`src/rtl/lsu_pkg.sv`:
```
// Shared constants for the load/store initiator:
// funct3 codes, FSM encoding and lane geometry.
package lsu_pkg;

  localparam logic [2:0] F3_B  = 3'b000;
  localparam logic [2:0] F3_H  = 3'b001;
  localparam logic [2:0] F3_W  = 3'b010;
  localparam logic [2:0] F3_BU = 3'b100;
  localparam logic [2:0] F3_HU = 3'b101;

  localparam int LANE_BITS = 8;
  localparam int LANES     = 4;
  localparam int HALF_BITS = 2 * LANE_BITS;

  typedef enum logic [2:0] {
    ST_IDLE,
    ST_LD,
    ST_RMW,
    ST_WR,
    ST_RESP
  } state_e;

  // Size/alignment/legality check; the range check lives in the top.
  function automatic logic access_err(
    input logic       we,
    input logic [2:0] f3,
    input logic [1:0] lo
  );
    logic bad;
    bad = 1'b1;
    unique case (f3)
      F3_B:    bad = 1'b0;
      F3_H:    bad = lo[0];
      F3_W:    bad = |lo;
      F3_BU:   bad = we;
      F3_HU:   bad = we | lo[0];
      default: bad = 1'b1;
    endcase
    return bad;
  endfunction

endpackage

```
`src/rtl/lsu_byte_lane.sv`:
```
// Lane steering: extends loaded sub-words and
// merges store data into the addressed lanes.
module lsu_byte_lane
  import lsu_pkg::*;
(
  input  logic [2:0]  funct3_i,
  input  logic [1:0]  lane_i,
  input  logic [31:0] word_i,
  input  logic [31:0] sdata_i,
  output logic [31:0] ldata_o,
  output logic [31:0] merged_o
);

  logic [4:0]           boff;
  logic [4:0]           hoff;
  logic [LANE_BITS-1:0] b;
  logic [HALF_BITS-1:0] h;
  logic                 sext;

  assign boff = {lane_i, 3'b000};
  assign hoff = {lane_i[1], 4'b0000};

  always_comb begin
    ldata_o  = '0;
    merged_o = word_i;
    b        = word_i[boff +: LANE_BITS];
    h        = word_i[hoff +: HALF_BITS];
    sext     = 1'b0;
    unique case (funct3_i)
      F3_B, F3_BU: begin
        sext    = (funct3_i == F3_B) & b[LANE_BITS-1];
        ldata_o = {{(32-LANE_BITS){sext}}, b};
        merged_o[boff +: LANE_BITS] = sdata_i[LANE_BITS-1:0];
      end
      F3_H, F3_HU: begin
        sext    = (funct3_i == F3_H) & h[HALF_BITS-1];
        ldata_o = {{(32-HALF_BITS){sext}}, h};
        merged_o[hoff +: HALF_BITS] = sdata_i[HALF_BITS-1:0];
      end
      default: begin
        ldata_o  = word_i;
        merged_o = sdata_i;
      end
    endcase
  end

endmodule

```
`src/rtl/lsu_mem_initiator.sv`:
```
// MEM-stage load/store initiator for the word-wide
// Data_Memory port; sub-word stores use read-modify-write.
module lsu_mem_initiator
  import lsu_pkg::*;
#(
  parameter int MEM_BYTES = 1024,
  parameter int ADDR_W    = 32
) (
  input  logic              clk,
  input  logic              rst,
  input  logic              req_valid,
  output logic              req_ready,
  input  logic              req_we,
  input  logic [2:0]        req_funct3,
  input  logic [ADDR_W-1:0] req_addr,
  input  logic [31:0]       req_wdata,
  output logic              resp_valid,
  output logic              resp_err,
  output logic [31:0]       resp_rdata,
  output logic [ADDR_W-1:0] A,
  output logic [31:0]       WD,
  output logic              MemWrite,
  input  logic [31:0]       RD
);

  state_e            state_q, state_d;
  logic [ADDR_W-1:0] addr_q, addr_d;
  logic [2:0]        f3_q, f3_d;
  logic              we_q, we_d;
  logic [31:0]       wdata_q, wdata_d;
  logic [31:0]       rdata_q, rdata_d;
  logic              err_q, err_d;

  logic        accept;
  logic        req_err;
  logic        mem_act;
  logic [31:0] ld_ext;
  logic [31:0] merged;

  lsu_byte_lane u_lane (
    .funct3_i (f3_q),
    .lane_i   (addr_q[1:0]),
    .word_i   (RD),
    .sdata_i  (wdata_q),
    .ldata_o  (ld_ext),
    .merged_o (merged)
  );

  assign accept  = req_valid & (state_q == ST_IDLE);
  assign req_err = access_err(req_we, req_funct3, req_addr[1:0])
                 | (req_addr >= ADDR_W'(MEM_BYTES));

  always_ff @(posedge clk or negedge rst) begin
    if (!rst) begin
      state_q <= ST_IDLE;
      addr_q  <= '0;
      f3_q    <= '0;
      we_q    <= 1'b0;
      wdata_q <= '0;
      rdata_q <= '0;
      err_q   <= 1'b0;
    end else begin
      state_q <= state_d;
      addr_q  <= addr_d;
      f3_q    <= f3_d;
      we_q    <= we_d;
      wdata_q <= wdata_d;
      rdata_q <= rdata_d;
      err_q   <= err_d;
    end
  end

  always_comb begin
    state_d = state_q;
    addr_d  = addr_q;
    f3_d    = f3_q;
    we_d    = we_q;
    wdata_d = wdata_q;
    rdata_d = rdata_q;
    err_d   = err_q;
    unique case (state_q)
      ST_IDLE: begin
        if (accept) begin
          addr_d  = req_addr;
          f3_d    = req_funct3;
          we_d    = req_we;
          wdata_d = req_wdata;
          rdata_d = '0;
          err_d   = req_err;
          if (req_err)
            state_d = ST_RESP;
          else if (!req_we)
            state_d = ST_LD;
          else if (req_funct3 == F3_W)
            state_d = ST_WR;
          else
            state_d = ST_RMW;
        end
      end
      ST_LD: begin
        rdata_d = ld_ext;
        state_d = ST_RESP;
      end
      // wdata_q becomes the full merged word for the write beat
      ST_RMW: begin
        wdata_d = merged;
        state_d = ST_WR;
      end
      ST_WR: begin
        state_d = ST_RESP;
      end
      ST_RESP: begin
        rdata_d = '0;
        err_d   = 1'b0;
        state_d = ST_IDLE;
      end
      default: state_d = ST_IDLE;
    endcase
  end

  assign mem_act = (state_q == ST_LD)
                 | (state_q == ST_RMW)
                 | (state_q == ST_WR);

  assign req_ready  = (state_q == ST_IDLE);
  assign resp_valid = (state_q == ST_RESP);
  assign resp_err   = resp_valid & err_q;
  assign resp_rdata = resp_valid ? rdata_q : '0;

  assign A        = mem_act ? {addr_q[ADDR_W-1:2], 2'b00} : '0;
  assign MemWrite = (state_q == ST_WR);
  assign WD       = MemWrite ? wdata_q : '0;

endmodule

```
`config.mk`:
```
export PLATFORM = sky130hd
export DESIGN_NAME = lsu_mem_initiator
export DESIGN_NICKNAME = d
export VERILOG_FILES = /design/src/rtl/lsu_pkg.sv /design/src/rtl/lsu_byte_lane.sv /design/src/rtl/lsu_mem_initiator.sv
export SDC_FILE = /design/constraint.sdc
export NUM_CORES = 1
export LEC_CHECK = 0
export CORE_ASPECT_RATIO = 1.1
export CORE_UTILIZATION = 43
export CTS_CLUSTER_DIAMETER = 50
export DETAILED_ROUTE_END_ITERATION = 10
export HOLD_SLACK_MARGIN = 0.02
export PLACE_DENSITY_LB_ADDON = 0.12
export SLEW_MARGIN = 0
export SYNTH_ARGS = -nofsm -noshare
export SYNTH_HDL_FRONTEND = slang
export SYNTH_HIERARCHICAL = 1
export SYNTH_SLANG_ARGS = --single-unit
```
`constraint.sdc`:
```
create_clock -name clk -period 2.25 [get_ports clk]
set_input_delay 0.5625 -clock clk [delete_from_list [all_inputs] [get_ports clk]]
set_output_delay 0.5625 -clock clk [all_outputs]
set_load 0.05 [all_outputs]
```
---- Word-level counts from Yosys, hierarchy flattened ----
Cells that the tools add are included.
word-level totals
  register bits ........................... 103
  latch bits .............................. 0
  memory bits (writable) .................. 0
  ROM bits ................................ 0
  input bits .............................. 103
  output and inout bits ................... 100
  word-level logic and storage cells ...... 69
  memories kept ........................... 0
operators by class
  add/subtract/negate cells ............... 2
  multipliers ............................. 0
  div/mod/pow operators ................... 0
  order comparisons ....................... 1
  eq/ne operators ......................... 13
  shift-type cells ........................ 6
  multiplexer cells ....................... 19
  bitwise gates (word level) .............. 8
  reduce and logical (&&, ||, !) cells .... 14
operator list
  kind                       count
  $pmux W32 S2               3
  $mux W32                   5
  $pmux W32 S3               1
  $bwmux W32                 2
  $ge A32 B11 Y1 const B     1
  $shift A16 B7 Y32 const A  1
  $shift A8 B7 Y32 const A   1
  $shiftx A16 B7 Y32         1
  $shiftx A32 B6 Y16         1
  $shiftx A32 B6 Y8          1
  $shiftx A8 B7 Y32          1
  $eq A3 B3 Y1 const B       5
  $neg A5 Y7                 2
  $eq A3 B1 Y1 const B       3
  $eq A3 B2 Y1 const B       3
  $logic_not A3 Y1           3
  $pmux W3 S3                1
  $reduce_or A2 Y1           4
  $mux W3                    2
  $reduce_and A2 Y1          3
  $pmux W1 S5                1
  $and A1 B1 Y1              4
  $or A1 B1 Y1               4
  $reduce_bool A2 Y1         2
  other kinds (7)            8

---- Logic depth before layout (Yosys ltp) ----
Gate-level depths: netlist (run 1).
  depth in word-level cells ............... 6
  gate-level depth with buffers ........... 10
  depth with buffers taken out ............ 8

---- Modules after synthesis ----
Netlist (run 1), hierarchy kept.
modules (own cells, without submodules)
  module             instances  cells each  area an instance (sq um)
  lsu_mem_initiator  1          504         4,953.5
  lsu_byte_lane      1          256         1,594.0

---- Worst setup path before layout (run 1) ----
OpenSTA, ideal clock, no wires.
  path kind ............................... reg2out
  start ................................... register state_q[2]
  end ..................................... output port resp_valid
  arrival ................................. 1.680 ns
  required time ........................... 1.688 ns
  slack ................................... 0.007 ns
  cell stages (with the launch flop) ...... 4
  path through ............................ dfrtp_1 -> buf_6 -> inv_2 -> nor3_1
between the ends
  word-level cells in the longest chain between the ends .. 1
RTL lines
  element                 line                      source
  from (decl)             lsu_mem_initiator.sv:26   state_e state_q, state_d;
  from (signal assigned)  lsu_mem_initiator.sv:63   state_q <= state_d;
  $eq A3 B3 Y1            lsu_mem_initiator.sv:126  assign resp_valid = (state_q == ST_RESP);
  to (decl)               lsu_mem_initiator.sv:17   output logic resp_valid,
No other way between the ends.

---- Worst setup path in the final report (run 1) ----
  start ................................... register state_q[2]
  end ..................................... output port WD[31]
between the ends
  word-level cells in the longest chain between the ends .. 2
RTL lines
  element       line                      source
  $eq A3 B2 Y1  lsu_mem_initiator.sv:131  assign MemWrite = (state_q == ST_WR);
  $mux W32      lsu_mem_initiator.sv:132  assign WD = MemWrite ? wdata_q : '0;
  to (decl)     lsu_mem_initiator.sv:21   output logic [31:0] WD,
No other way between the ends.

==> results of run 1 <==
## layer usage
metal,global-route usage,up-vias
met2,0.493,318
li1,-,3063
met3,0.0764,40
met5,0,-
met4,0.114,0
met1,0.385,3312
## worst min-delay path by stage
stage	start	endpoint	slack (ns)	depth (start not counted)
after floorplan	rst	addr_q[0]	0.27	0
after global placement	addr_q[3]	addr_q[3]	0.45	2
after detailed placement	addr_q[24]	addr_q[24]	0.45	2
after CTS	rst	rdata_q[18]	0.29	2
after global routing	rst	rdata_q[16]	0.31	2
final	rst	rdata_q[16]	0.25	2
## worst max-delay path: stages, from the launching register on
cell and delay [ns]:
dfrtp_1 0.42, inv_2 0.09, and3_4 0.27, clkbuf_16 0.18
and2_1 0.17, buf_12 0.15
## kinds of logic (layout without fill, tap and decap cells)
kind of cell	Yosys count	after routing
other cells	1	2
flops	103	103
buf+inv	78	285
simple gates	339	339
compound gates	186	186
fa+ha+maj	5	5
mux	48	48
## final cells by class
class / count / share of cell area
Sequential cell: 103 / 0.258
Tap cell: 192 / 0.0240
Clock inverter: 7 / 0.00863
Clock buffer: 9 / 0.0225
Multi-Input combinational cell: 580 / 0.360
Inverter: 15 / 0.00563
Timing Repair Buffer: 254 / 0.321
## timing repair
item,CTS,global route
endpoints found under the setup margin,96,99
resized for setup,10,45
gates cloned,1,2
buffers inserted,0,3
## power groups by stage
stage                     registers, W  clock network (W)  logic (W)
after floorplan                0.00216                  0   0.000892
after global placement         0.00223                  0    0.00144
after detailed placement       0.00223                  0    0.00146
after CTS                      0.00220            0.00171    0.00147
after global routing           0.00223            0.00179    0.00162
final                          0.00221            0.00169    0.00149
## registers in the layout, summed over array words and instances (netlist names)
register  count
state_q       3
err_q         1
rdata_q      32
wdata_q      32
f3_q          3
addr_q       32
## cells in the final DEF, fill, tap and decap left out, types with 8 or more instances in the layout
cell and n:
a21oi_1 33, a222oi_1 8, a22o_1 42, a31oi_1 9
and2_1 38, and2_4 25, and3_1 34, buf_12 76
buf_4 57, buf_6 18, clkbuf_16 10, clkdlybuf4s50_1 101
dfrtp_1 101, inv_1 11, mux2i_1 44, nand2_1 195
nand2b_1 10, nor2_1 10, o21ai_0 53
## per-stage QoR
step	hold slack (ns)	std cells
floorplan	0.267	761
global placement	0.450	1137
detailed placement	0.454	1137
CTS	0.294	1154
global route	0.314	1160
finish	0.252	1160
==> impl_metrics.env, run 1 <==
export IMPL_synth_async_sr_flop_share=1.00
export IMPL_yosys_warnings=6
export IMPL_final_setup_viol_count=0
export IMPL_antenna_found_initial=0
export IMPL_cts_root_buf="clkbuf_16"
export IMPL_fin_nets=1071
export IMPL_worstPathRequired_ns=1.69
export IMPL_wl_met1_um=9680
export IMPL_max_freq_ghz=0.450
export IMPL_fin_total_pwr_w=0.00539
export IMPL_end_kind="primary output"
export IMPL_die_w_um=120
export IMPL_placed_cell_area_um2=9440
export IMPL_drc_errors=0
export IMPL_combinationalPowerShare=0.276
export IMPL_routed_wl_um=23900
export IMPL_yosys_area_share_adder=0.00955
export IMPL_place_ws_ns=-0.196
export IMPL_hold_viol=0
export IMPL_htreeDepth=3
export IMPL_grt_use_total=0.303
export IMPL_maxCapViolations=0
export IMPL_synth_cells=760
export IMPL_ioPinCount=203
export IMPL_final_antenna_net_count=0
export IMPL_vias_per_cell=5.80
export IMPL_synth_top_family_by_area="simple AND/OR/NAND/NOR gates"
export IMPL_r2r_cells=8
export IMPL_fin_ws_ns=0.0298
export IMPL_period_share=0.987
export IMPL_start_util=0.448
export IMPL_fin_util=0.684
export IMPL_synth_seq_cells=103
export IMPL_drive_gt1_frac=0.226
export IMPL_skew_ns=0.00690
export IMPL_path_clk_slew_ns=0.08
export IMPL_yosysMostFrequentCell="nand2_1"
export IMPL_dp_final_hpwl_um=17200
export IMPL_cts_hold_buf=0
export IMPL_outcome="finished clean"
export IMPL_crit_end="WD[31]"
export IMPL_grt_pass1_vias=6633
export IMPL_crit_arrival_ns=1.66
export IMPL_area_growth_pct=52.8
export IMPL_syn_area_per_cell_um2=8.62
export IMPL_crit_fanout=8
export IMPL_ys_top_cells_by_area="dfrtp_1, nand2_1, mux2i_1"
export IMPL_cts_tree="built"
export IMPL_ys_seq_area_frac=0.394
export IMPL_gp_congestion=0.942
export IMPL_first_pass_iters=5
export IMPL_yosysUniqueCellTypes=54
export IMPL_worstReg2RegEnd="wdata_q[12]"
export IMPL_synthTopCellsByCount="nand2_1, dfrtp_1, and2_1, o21ai_0, mux2i_1"
export IMPL_synth_area_um2=6550
export IMPL_grt_pass1_wl_um=36800
export IMPL_tightest_slew_ns=0.693
export IMPL_fin_crit_ns=2.22
export IMPL_rows=46
export IMPL_yosysTopAreaCellShare=0.394
export IMPL_synth_largest_area_cell="dfrtp_1"
export IMPL_synth_compound_area_frac=0.200
export IMPL_die_h_um=131
export IMPL_stdcell_area_um2=10000
export IMPL_rsz0062_at_grt="yes"
export IMPL_slew_violations=0
export IMPL_cts_made_buffers=9
export IMPL_pwr_share_clk=0.314
export IMPL_startpoint="state_q[2]"
export IMPL_synth_edf_count=0
export IMPL_cts_buffer_depth=2
export IMPL_yosys_area_share_simple=0.252
export IMPL_antenna_cells=0
export IMPL_vias=6733
export IMPL_grt_max_degree=104
export IMPL_path_class="flop to primary output"
export IMPL_p_int_w=0.00359
export IMPL_highest_layer="met4"
export IMPL_wl_met2_um=11500
export IMPL_leakage_nw=4.68
export IMPL_rrSetupSlack_ns=0.12
export IMPL_ys_flop_type="dfrtp_1"
export IMPL_multi_input_comb_area_um2=3600
export IMPL_clkLatencyLatePin_ns=0.37
export IMPL_overflow=0
export IMPL_rr_startpoint="addr_q[1]"
export IMPL_fillerInstances=1160
export IMPL_relSlewSlack=0.533
export IMPL_wl_met3_um=1940
export IMPL_portBuffers=200
export IMPL_core_area_um2=14600
export IMPL_seqCellArea_um2=2580
export IMPL_critPathLaunchType="flop"
export IMPL_clock_sinks=103
export IMPL_routedWlPerCell_um=20.6
export IMPL_synth_xor_area_frac=0
export IMPL_vdd_drop_max_mv=0.358
export IMPL_p_switching_w=0.00180
export IMPL_die_area_um2=15700
export IMPL_hp_class="input port to async pin"
export IMPL_p_per_area_nw_per_um2=539
export IMPL_switching_share=0.334
export IMPL_drt_iter0_drc=552
export IMPL_seqPwrFrac=0.410
export IMPL_muxShareOfSynthArea=0.0741
export IMPL_tns_ns=0
Power figures use the tool's default switching activity.
==> run 2: changes to the inputs <==
CAP_MARGIN = 20   (was unset)
==> run 2 against run 1 <==
  * Global-route usage is 0.31 points lower
  * Sequential share of layout area is 0.11 points lower
  * Fmax is 0.89% lower
  * Non-clock buffer count is 2 lower
  * Critical path type unchanged
  * Worst hold slack worse by 0.017 ns
  * Critical path depth stayed put
  * Final cell count is 0.17% lower
  * Final area is 0.42% higher
  * Sequential power hardly changed
  * Setup slack worse by 0.020 ns
==> impl_metrics.env, run 2 (synthesized netlist as in run 1, its figures left out) <==
export IMPL_fillerInstances=1123
export IMPL_skew_ns=0.00956
export IMPL_hp_class="input port to async pin"
export IMPL_drive_gt1_frac=0.232
export IMPL_gp_congestion=0.942
export IMPL_final_antenna_net_count=0
export IMPL_clock_sinks=103
export IMPL_hold_viol=0
export IMPL_cts_buffer_depth=2
export IMPL_path_clk_slew_ns=0.08
export IMPL_highest_layer="met4"
export IMPL_cts_root_buf="clkbuf_16"
export IMPL_core_area_um2=14600
export IMPL_layout_common_cells="nand2_1, dfrtp_1, clkdlybuf4s50_1"
export IMPL_drc_errors=0
export IMPL_final_setup_viol_count=0
export IMPL_die_area_um2=15700
export IMPL_vias_per_cell=5.82
export IMPL_overflow=0
export IMPL_fin_total_pwr_w=0.00537
export IMPL_wl_met3_um=1900
export IMPL_worstPathRequired_ns=1.69
export IMPL_area_growth_pct=53.4
export IMPL_routedWlPerCell_um=20.5
export IMPL_max_freq_ghz=0.446
export IMPL_path_class="flop to primary output"
export IMPL_crit_fanout=30
export IMPL_cts_tree="built"
export IMPL_antenna_found_initial=0
export IMPL_die_w_um=120
export IMPL_portBuffers=200
export IMPL_grt_pass1_vias=6660
export IMPL_end_kind="primary output"
export IMPL_critPathLaunchType="flop"
export IMPL_rows=46
export IMPL_dp_final_hpwl_um=17100
export IMPL_crit_arrival_ns=1.68
export IMPL_grt_pass1_wl_um=36800
export IMPL_antenna_cells=0
export IMPL_wl_met1_um=9420
export IMPL_maxCapViolations=0
export IMPL_grt_max_degree=104
export IMPL_fin_crit_ns=2.24
export IMPL_fin_cells=1158
export IMPL_p_per_area_nw_per_um2=534
export IMPL_die_h_um=131
export IMPL_grt_use_total=0.300
export IMPL_period_share=0.996
export IMPL_vias=6744
export IMPL_outcome="finished clean"
export IMPL_start_util=0.448
export IMPL_cts_made_buffers=9
export IMPL_leakage_nw=4.69
export IMPL_slew_violations=0
export IMPL_vdd_drop_max_mv=0.415
export IMPL_fin_nets=1069
export IMPL_tightest_slew_ns=0.718
export IMPL_rsz0062_at_grt="yes"
export IMPL_reg_top3="addr_q x32, rdata_q x32, wdata_q x32"
export IMPL_ioPinCount=203
export IMPL_drt_iter0_drc=484
export IMPL_clkLatencyLatePin_ns=0.36
export IMPL_routed_wl_um=23700
export IMPL_layout_commonest_cell="nand2_1"
export IMPL_placed_cells=1138
export IMPL_htreeDepth=3
export IMPL_relSlewSlack=0.516
export IMPL_first_pass_iters=5
export IMPL_wl_met2_um=11800
==> run 2: changes by cell type in the layout (fill, tap and decap cells not counted), moves of 8 or more <==
| cell | before | now |
|---|---|---|
| and2_1 | 38 | 30 |
| and2_4 | 25 | 33 |
| buf_4 | 57 | 42 |
| buf_6 | 18 | 31 |
==> run 2: path summary, 6_finish.rpt <==
path | start | to | slack [ns] | depth (start not counted)
worst max-delay path | state_q[0] | A[7] | 0.01 | 5
worst min-delay path | rst | rdata_q[18] | 0.23 | 2
worst max register to register | addr_q[0] | rdata_q[9] | 0.12 | 6
worst min register to register | addr_q[19] | addr_q[19] | 0.47 | 2
max in group asynchronous | rst | wdata_q[15] | 1.50 | 2
min in group clk | addr_q[19] | addr_q[19] | 0.47 | 2
==> run 2: what timing repair did <==
action,in CTS,in global routing
gates resized for setup,9,66
pin swaps,0,6
buffers inserted,2,0
hold buffers,0,0
cloned,1,1
endpoints found under the setup margin,96,74
==> run 2: worst max-delay path: stages, from the launching register on <==
cell	delay (ns)
dfrtp_2	0.48
nor2_4	0.21
nor2_1	0.08
buf_6	0.17
and2_1	0.20
buf_6	0.16
==> run 2: per-layer routing <==
layer / track usage / vias up
met5: 0 / -
met4: 0.0931 / 0
met3: 0.0647 / 43
met2: 0.494 / 339
met1: 0.391 / 3301
li1: - / 3061
==> run 2: metrics by stage <==
step            util  instance area, um2  hold slack (ns)  worst slack [ns]  TNS, ns
6_report       0.687               10000            0.235           0.00977        0
5_1_grt        0.687               10000            0.311           -0.0326   -0.618
4_1_cts        0.671                9820            0.296           0.00715        0
3_5_place_dp   0.647                9460            0.455            -0.177    -1.21
3_3_place_gp   0.646                9440            0.450           -0.0695   -0.515
2_1_floorplan      -                6550            0.267           0.00712        0
==> run 2: area by class of cell <==
cell class | instances | area [um2] | area share
clock inverter | 7 | 86.3 | 0.00859
multi-input combinational | 580 | 3620 | 0.361
timing repair buffer | 252 | 3240 | 0.322
tap | 192 | 240 | 0.0239
sequential | 103 | 2580 | 0.257
clock buffer | 9 | 225 | 0.0224
inverter | 15 | 56.3 | 0.00560
==> run 2: power by group <==
group	switching, W	internal, W
clock	0.000776	0.000890
sequential	0.000192	0.00202
combinational	0.000810	0.000679
